`config.mk`:
```
export PLATFORM = sky130hd
export DESIGN_NAME = signed_divider
export DESIGN_NICKNAME = d
export VERILOG_FILES = /design/src/rtl/div_pkg.sv /design/src/rtl/signed_divider_step.sv /design/src/rtl/signed_divider.sv
export SDC_FILE = /design/constraint.sdc
export NUM_CORES = 1
export LEC_CHECK = 0
export ABC_AREA = 1
export ABC_CLOCK_PERIOD_IN_PS = 5000
export CORE_MARGIN = 1.5
export CORE_UTILIZATION = 45
export CTS_CLUSTER_SIZE = 12
export DETAILED_ROUTE_END_ITERATION = 10
export GPL_ROUTABILITY_DRIVEN = 0
export HOLD_SLACK_MARGIN = 0.1
export PLACE_DENSITY = 0.73
export REMOVE_ABC_BUFFERS = 1
export SLEW_MARGIN = 15
export SYNTH_ARGS = -nofsm -noshare
export SYNTH_HDL_FRONTEND = slang
export SYNTH_SLANG_ARGS = --single-unit
```
`constraint.sdc`:
```
create_clock -name clk -period 5 [get_ports clk]
set_input_delay 1 -clock clk [delete_from_list [all_inputs] [get_ports clk]]
set_output_delay 1 -clock clk [all_outputs]
set_load 0.05 [all_outputs]
```
`src/rtl/div_pkg.sv`:
```
// Shared types and sizing helpers for the sequential signed divider.
package div_pkg;

  localparam int unsigned DefaultWidth = 32;

  typedef enum logic [1:0] {
    StIdle,
    StRun,
    StFix
  } div_state_e;

  function automatic int unsigned cnt_width(input int unsigned width);
    return $clog2(width);
  endfunction

endpackage

```
`src/rtl/signed_divider_step.sv`:
```
// One restoring-division iteration: shift in a dividend bit, trial-subtract the divisor.
module signed_divider_step #(
  parameter int unsigned WIDTH = 32
) (
  input  logic [WIDTH:0]   rem_i,
  input  logic             bit_i,
  input  logic [WIDTH-1:0] dvs_i,
  output logic [WIDTH:0]   rem_o,
  output logic             q_o
);

  logic [WIDTH+1:0] shifted;
  logic [WIDTH+1:0] diff;

  always_comb begin
    shifted = {rem_i, bit_i};
    diff    = shifted - {2'b00, dvs_i};
    // A clear sign bit means the trial subtraction did not underflow.
    q_o     = ~diff[WIDTH+1];
    rem_o   = q_o ? diff[WIDTH:0] : shifted[WIDTH:0];
  end

endmodule

```
`src/rtl/signed_divider.sv`:
```
// Sequential signed divider: magnitudes are divided MSB-first, signs are applied at the end.
module signed_divider
  import div_pkg::*;
#(
  parameter int unsigned WIDTH = DefaultWidth
) (
  input  logic             clk,
  input  logic             rst,
  input  logic             start,
  input  logic [WIDTH-1:0] in1,
  input  logic [WIDTH-1:0] in2,
  output logic [WIDTH-1:0] quot,
  output logic [WIDTH-1:0] rem,
  output logic             busy,
  output logic             done,
  output logic             div_by_zero
);

  localparam int unsigned CntW = cnt_width(WIDTH);

  div_state_e       state_q, state_d;
  logic [CntW-1:0]  cnt_q, cnt_d;
  logic [WIDTH-1:0] dvd_q, dvd_d;
  logic [WIDTH-1:0] dvs_q, dvs_d;
  logic [WIDTH:0]   prem_q, prem_d;
  logic [WIDTH-1:0] quo_q, quo_d;
  logic [WIDTH-1:0] in1_q, in1_d;
  logic             qneg_q, qneg_d;
  logic             rneg_q, rneg_d;
  logic             dvz_q, dvz_d;
  logic [WIDTH-1:0] quot_q, quot_d;
  logic [WIDTH-1:0] rem_q, rem_d;
  logic             busy_q, busy_d;
  logic             done_q, done_d;
  logic             div_by_zero_q, div_by_zero_d;

  logic [WIDTH:0]   step_rem;
  logic             step_q;

  signed_divider_step #(
    .WIDTH (WIDTH)
  ) u_step (
    .rem_i (prem_q),
    .bit_i (dvd_q[WIDTH-1]),
    .dvs_i (dvs_q),
    .rem_o (step_rem),
    .q_o   (step_q)
  );

  always_comb begin
    state_d       = state_q;
    cnt_d         = cnt_q;
    dvd_d         = dvd_q;
    dvs_d         = dvs_q;
    prem_d        = prem_q;
    quo_d         = quo_q;
    in1_d         = in1_q;
    qneg_d        = qneg_q;
    rneg_d        = rneg_q;
    dvz_d         = dvz_q;
    quot_d        = quot_q;
    rem_d         = rem_q;
    busy_d        = busy_q;
    done_d        = 1'b0;
    div_by_zero_d = div_by_zero_q;

    unique case (state_q)
      StIdle: begin
        if (start) begin
          in1_d   = in1;
          // Magnitude of the most negative value wraps to itself, which is correct unsigned.
          dvd_d   = in1[WIDTH-1] ? (~in1 + 1'b1) : in1;
          dvs_d   = in2[WIDTH-1] ? (~in2 + 1'b1) : in2;
          prem_d  = '0;
          quo_d   = '0;
          qneg_d  = in1[WIDTH-1] ^ in2[WIDTH-1];
          rneg_d  = in1[WIDTH-1];
          dvz_d   = (in2 == '0);
          cnt_d   = '0;
          busy_d  = 1'b1;
          state_d = StRun;
        end
      end
      StRun: begin
        prem_d = step_rem;
        quo_d  = {quo_q[WIDTH-2:0], step_q};
        dvd_d  = {dvd_q[WIDTH-2:0], 1'b0};
        cnt_d  = cnt_q + 1'b1;
        if (cnt_q == CntW'(WIDTH - 1)) begin
          state_d = StFix;
        end
      end
      StFix: begin
        if (dvz_q) begin
          quot_d = '1;
          rem_d  = in1_q;
        end else begin
          quot_d = qneg_q ? (~quo_q + 1'b1) : quo_q;
          rem_d  = rneg_q ? (~prem_q[WIDTH-1:0] + 1'b1) : prem_q[WIDTH-1:0];
        end
        div_by_zero_d = dvz_q;
        done_d        = 1'b1;
        busy_d        = 1'b0;
        state_d       = StIdle;
      end
      default: begin
        state_d = StIdle;
        busy_d  = 1'b0;
      end
    endcase
  end

  always_ff @(posedge clk) begin
    if (rst) begin
      state_q       <= StIdle;
      cnt_q         <= '0;
      dvd_q         <= '0;
      dvs_q         <= '0;
      prem_q        <= '0;
      quo_q         <= '0;
      in1_q         <= '0;
      qneg_q        <= 1'b0;
      rneg_q        <= 1'b0;
      dvz_q         <= 1'b0;
      quot_q        <= '0;
      rem_q         <= '0;
      busy_q        <= 1'b0;
      done_q        <= 1'b0;
      div_by_zero_q <= 1'b0;
    end else begin
      state_q       <= state_d;
      cnt_q         <= cnt_d;
      dvd_q         <= dvd_d;
      dvs_q         <= dvs_d;
      prem_q        <= prem_d;
      quo_q         <= quo_d;
      in1_q         <= in1_d;
      qneg_q        <= qneg_d;
      rneg_q        <= rneg_d;
      dvz_q         <= dvz_d;
      quot_q        <= quot_d;
      rem_q         <= rem_d;
      busy_q        <= busy_d;
      done_q        <= done_d;
      div_by_zero_q <= div_by_zero_d;
    end
  end

  assign quot        = quot_q;
  assign rem         = rem_q;
  assign busy        = busy_q;
  assign done        = done_q;
  assign div_by_zero = div_by_zero_q;

endmodule
```
* Word level (Yosys, flattened, before mapping)
Index checks and enable logic that the tools add are counted.
** Word-level totals
- Register bits :: 238
- Bits in latches :: 0
- Bits in writable memories :: 0
- Bits in read-only memories :: 0
- Input bits :: 67
- Output and inout port bits :: 67
- Word-level logic and storage cells :: 61
- Memories :: 0
** Cells by class
- Add/subtract/negate cells :: 6
- $mul :: 0
- Div/mod/pow operators :: 0
- $lt $le $gt $ge :: 0
- Equality and inequality tests :: 5
- Shift-type cells :: 0
- Mux-type cells :: 21
- Bitwise gates (word level) :: 7
- Reductions and logical operators :: 7
** Operator list (number)
- $mux W32 :: 8
- $add A32 B1 Y32 const B :: 4
- $not A32 Y32 :: 4
- $pmux W32 S2 :: 2
- $mux W33 :: 2
- $pmux W33 S2 :: 1
- $sub A34 B32 Y34 :: 1
- $logic_not A32 Y1 :: 1
- $pmux W5 S2 :: 1
- $reduce_and A2 Y1 :: 4
- $add A5 B1 Y5 const B :: 1
- $eq A5 B5 Y1 const B :: 1
- $mux W5 :: 1
- $mux W2 :: 2
- $ne A2 B2 Y1 const B :: 2
- $pmux W2 S2 :: 1
- $eq A2 B1 Y1 const B :: 1
- $eq A2 B2 Y1 const B :: 1
- $logic_not A2 Y1 :: 1
- $mux W1 :: 2
- $not A1 Y1 :: 2
- $pmux W1 S2 :: 1
- $reduce_bool A2 Y1 :: 1
- $xor A1 B1 Y1 :: 1

* Depth between registers and ports, before layout
- Word-level depth :: 5
- Gate-level depth with buffers :: 18
- Depth with buffers taken out :: 17

* By module
Synthesis repeated with hierarchy kept, for this count alone.
** Second synthesis, totals
- Cell total of the unflattened synthesis :: 2658
- Area, all modules :: 15920.3 µm²
** Modules (own cells, without submodules)
- signed_divider :: instances 1, cells an instance 1937, area each 12475.7 µm², sequential area each 4744.6 µm²
- signed_divider_step :: instances 1, cells an instance 721, area each 3444.6 µm², sequential area each 0.0 µm²

* Worst setup path after synthesis
No wires, ideal clock.
- Path kind :: input to register
- Start point :: input port in1[1]
- End point :: register dvd_q[26]
- Setup time :: 0.128 ns
- Arrival time :: 2.317 ns
- Data required time :: 4.872 ns
- Slack :: 2.555 ns
- Cell stages on the path :: 13
- Path buffers :: 0
- Cells stage by stage :: inv_1 > ha_1 > inv_1 > nor3_2 > nand3_1 > nor3_2 > nand3_1 > nand2_2 > nand4_1 > nand3_1 > nand2_1 > nor2_1 > nor2_1
** Between the ends
- Longest elaborated chain between the ends :: 5
** Ends and longest elaborated chain
- start, declared :: RTL line signed_divider.sv:10 : input logic [WIDTH-1:0] in1,
- $not A32 Y32 :: RTL line signed_divider.sv:72 : dvd_d = in1[WIDTH-1] ? (~in1 + 1'b1) : in1;
- $add A32 B1 Y32 :: RTL line signed_divider.sv:72
- $mux W32 :: RTL line signed_divider.sv:72
- $mux W32 :: RTL line signed_divider.sv:69 : if (start) begin
- $pmux W32 S2 :: RTL line signed_divider.sv:67 : unique case (state_q)
- end signal, assigned :: RTL line signed_divider.sv:133 : dvd_q <= dvd_d;
- end, declared :: RTL line signed_divider.sv:23 : logic [WIDTH-1:0] dvd_q, dvd_d;
No other way between the ends. The select of a mux whose other input is x is not followed.
A chain may end at the register's enable or synchronous reset.

* Final worst setup path
- Start point :: input port start
- End point :: register dvd_q[29]
** Between the ends
- Longest elaborated chain between the ends :: 2
** Ends and longest elaborated chain
- start, declared :: RTL line signed_divider.sv:9 : input logic start,
- $ne A2 B2 Y1 (no line)
- $reduce_and A2 Y1 (no line)
No other way between the ends.

==> results.toml <==
[outcome]
outcome = "finished, final reports clean"

[pwr]
comb_power_share = 0.323
p_sw_frac = 0.361
p_int_mw = 3.87
seqPwrFrac = 0.342
power_switching_mw = 2.19
clkPwrFrac = 0.335
ir_drop_v = 0.000232
p_leak_nw = 8.09
power_mw = 6.06
powerDensity_nw_per_um2 = 344

[floorplanning]
io_pins = 134
chipWidth_microns = 187
die_h_microns = 187
core_sq_um = 33400
start_util = 0.455
rows = 67
die_area_sq_um = 34800

[layout]
drive_gt1_frac = 0.0622
area_growth_syn_to_layout_pct = 15.9
diodes = 0
n_fill_cell = 3398
nNetsFinal = 2564
utilization = 0.527
fin_cells = 2925

[synthesis]
synthFlopType = "dfxtp_1"
async_flop_share = 0
synth_area_leader_cell = "dfxtp_1"
netlist-cell-type-count = 52
synth_top_area_frac = 0.313
synth-seq-cells = 237
yosysSeqAreaShare = 0.313
synth_warnings = 0
synth_area_leaders = "dfxtp_1 31%, nand2_1 16%, inv_1 8.5%, a21oi_1 6.0%, nand3_1 6.0%"
synth_edf_count = 0
syn_inst = 2392
avgSynthCellArea_sq_um = 6.35
synth_area_sq_um = 15200

[clock_tree]
clockBufferDepth = 3
cts_resized = 0
clock_sinks = 237
clock_latency_ns = 0.54
clkSlewWorstSetupHoldPaths_ns = 0.06
cts_tree = "yes"
cts_setup_buffers = 0
hold_buffers = 0
clock-root-buffer = "clkbuf_16"
cts_buffers = 28
htree_levels = 1

[timing]
slew_headroom = 0.289
setup_viol = 0
hold_violations = 0
layout_setup_ws_ns = 2.15
fin_crit_sh = 0.571
worst_clock_skew_ns = 0.00789
hold_ws_ns = 0.449
clock.fmax_mhz = 350
rsz0062_at_grt = "false"
drv_slew = 0
min_period_ns = 2.85
worst_pin_slew_ns = 1.07

[detailed_routing]
drtPass1Iterations = 8
wl_per_cell_microns = 14.4
vias = 15700
antenna_left = 0
routed_wl_microns = 42200
drc = 0
via_per_inst = 5.36
drtIter0Drc = 1345

[critical_path]
crit_chain = "clkdlybuf4s50_1 > nand2_1 > nor2_4 > nor2_4 > buf_4 > a22oi_1 > o211ai_1 > nand2_1 > inv_1"
worstPathMaxFanout = 73
cpMaxStageDelayCell = "buf_4"
arrival_ns = 3.34
critPathMaxStageDelay_ns = 0.73
crit_type = "in -> reg"
required_ns = 5.48
crit_path_start_kind = "primary input"
cp-end-kind = "register"

[place]
hpwl_microns = 30200
pre_cts_ws_ns = 1.60
dpl.cell_count = 2876
port_buffers = 133

[global_route]
grt_pass1_wl_microns = 70300
first_global_vias = 14800
grt_antenna_before_repair = 0
grt_max_degree = 104
grt_overflow = 0
grtUsageTotal = 0.239

[min_path]
hp-class = "reg -> reg"

[run]
maxCapViolCount = 0
==> cell usage after synthesis, types with 3 or more instances <==
cell type,count
nand2_2,7
nor3_1,33
nand3_2,41
ha_1,38
inv_2,11
nand2_4,4
buf_2,9
o21ai_0,118
or2_2,7
a211oi_1,3
clkinv_1,4
xnor2_1,25
buf_6,12
a21oi_1,183
nand4_1,17
and2_1,3
o21ai_2,4
o31ai_1,4
o21ai_1,6
a31oi_1,37
inv_1,345
nor2_2,7
nor4_1,9
nand3_1,182
nor2_1,206
nor3_2,5
nand3b_1,17
dfxtp_1,237
clkbuf_1,72
nand2_1,628
o221ai_1,16
a22oi_1,21
o211ai_1,12
xor2_1,31
buf_1,15
==> cells in the final DEF (no fill, tap or decap), types with 5 or more instances in the layout <==
cell,netlist,final
o21ai_1,6,6
o221ai_1,16,16
nand4_1,17,17
clkdlybuf4s50_1,0,132
nor2_4,2,5
or2_2,7,7
clkbuf_8,0,5
a22oi_1,21,21
a31oi_1,37,37
xnor2_1,25,25
xor2_1,31,31
inv_1,345,344
nor4_1,9,9
nand3b_1,17,17
clkbuf_16,0,29
o211ai_1,12,12
nor3_2,5,5
ha_1,38,38
o21ai_0,118,118
nor2_1,206,202
nand2_1,628,628
nand3_2,41,41
nor2_2,7,8
clkinv_2,0,5
buf_4,1,13
nor3_1,33,33
nand3_1,182,182
inv_2,11,13
nand2_2,7,7
a21oi_1,183,183
dfxtp_1,237,237
clkbuf_1,72,6
==> sequential cells by signal (all words and copies together) (netlist names), 5 cells and up <==
name / cells
in1_q: 32
cnt_q: 5
prem_q: 33
quot: 32
dvs_q: 32
dvd_q: 32
quo_q: 32
rem: 32
==> critical path, delay by kind of cell <==
| family | cells | cell delay [ns] |
|---|---|---|
| AOI/OAI and AO/OA | 2 | 0.29 |
| buffers and inverters | 3 | 1.22 |
| and+or+nand+nor | 4 | 0.80 |
==> layout make-up <==
class,count,area [sq um],area share
clock inverters,9,101,0.00576
clock buffers,40,817,0.0464
well taps,448,561,0.0319
inverters,360,1350,0.0768
repair buffers,145,1420,0.0807
multi-input cells,1686,8600,0.489
flip-flops and latches,237,4740,0.270
==> path summary, 6_finish.rpt <==
check | endpoint | start | slack, ns | depth (start not counted)
setup / recovery | dvd_q[29]$_SDFFE_PP0P_ | start | 2.15 | 9
hold / removal | in1_q[30]$_SDFFE_PP0P_ | in1_q[30]$_SDFFE_PP0P_ | 0.45 | 2
setup reg to reg | rem[17]$_SDFFE_PP0P_ | state_q[1]$_SDFFE_PP0P_ | 2.29 | 6
hold reg to reg | in1_q[30]$_SDFFE_PP0P_ | in1_q[30]$_SDFFE_PP0P_ | 0.45 | 2
==> through the flow <==
| step | instance area, sq um | setup TNS, ns |
|---|---|---|
| floorplan | 14700 | -326.54 |
| global placement | 16700 | 0 |
| detailed placement | 16700 | 0 |
| CTS | 17600 | 0 |
| global route | 17600 | 0 |
| finish | 17600 | 0 |
==> cell families (layout without fill, tap and decap cells) <==
| family | after synthesis | after routing | share of synthesized area |
|---|---|---|---|
| AND/OR/NAND/NOR | 1175 | 1175 | 0.345 |
| XOR/XNOR | 56 | 56 | 0.0323 |
| buffers and inverters | 469 | 554 | 0.123 |
| flip-flops | 237 | 237 | 0.313 |
| AO/OA/AOI/OAI | 416 | 416 | 0.154 |
| adder cells (fa/ha/maj) | 39 | 39 | 0.0326 |
==> metal layers <==
| layer | track usage | up-vias | part of all wire | wire length (microns) |
|---|---|---|---|---|
| met3 | 0.0290 | 76 | 0.062 | 2610 |
| li1 | - | 7848 | - | - |
| met1 | 0.305 | 7225 | 0.44 | 18500 |
| met4 | 0.0769 | 0 | 0.028 | 1170 |
| met2 | 0.417 | 530 | 0.47 | 19900 |
| met5 | 0 | - | 0 | 0 |
==> power by group through the flow <==
stage                     Sequential, mW  Combinational, mW  Clock [mW]
after floorplan                     2.08               1.43           0
after global placement              2.11               1.87           0
after detailed placement            2.11               1.91           0
after CTS                           2.07               1.93        2.06
after global routing                2.08               2.21        2.14
final                               2.07               1.96        2.03
(Power assumes the default switching activity.)
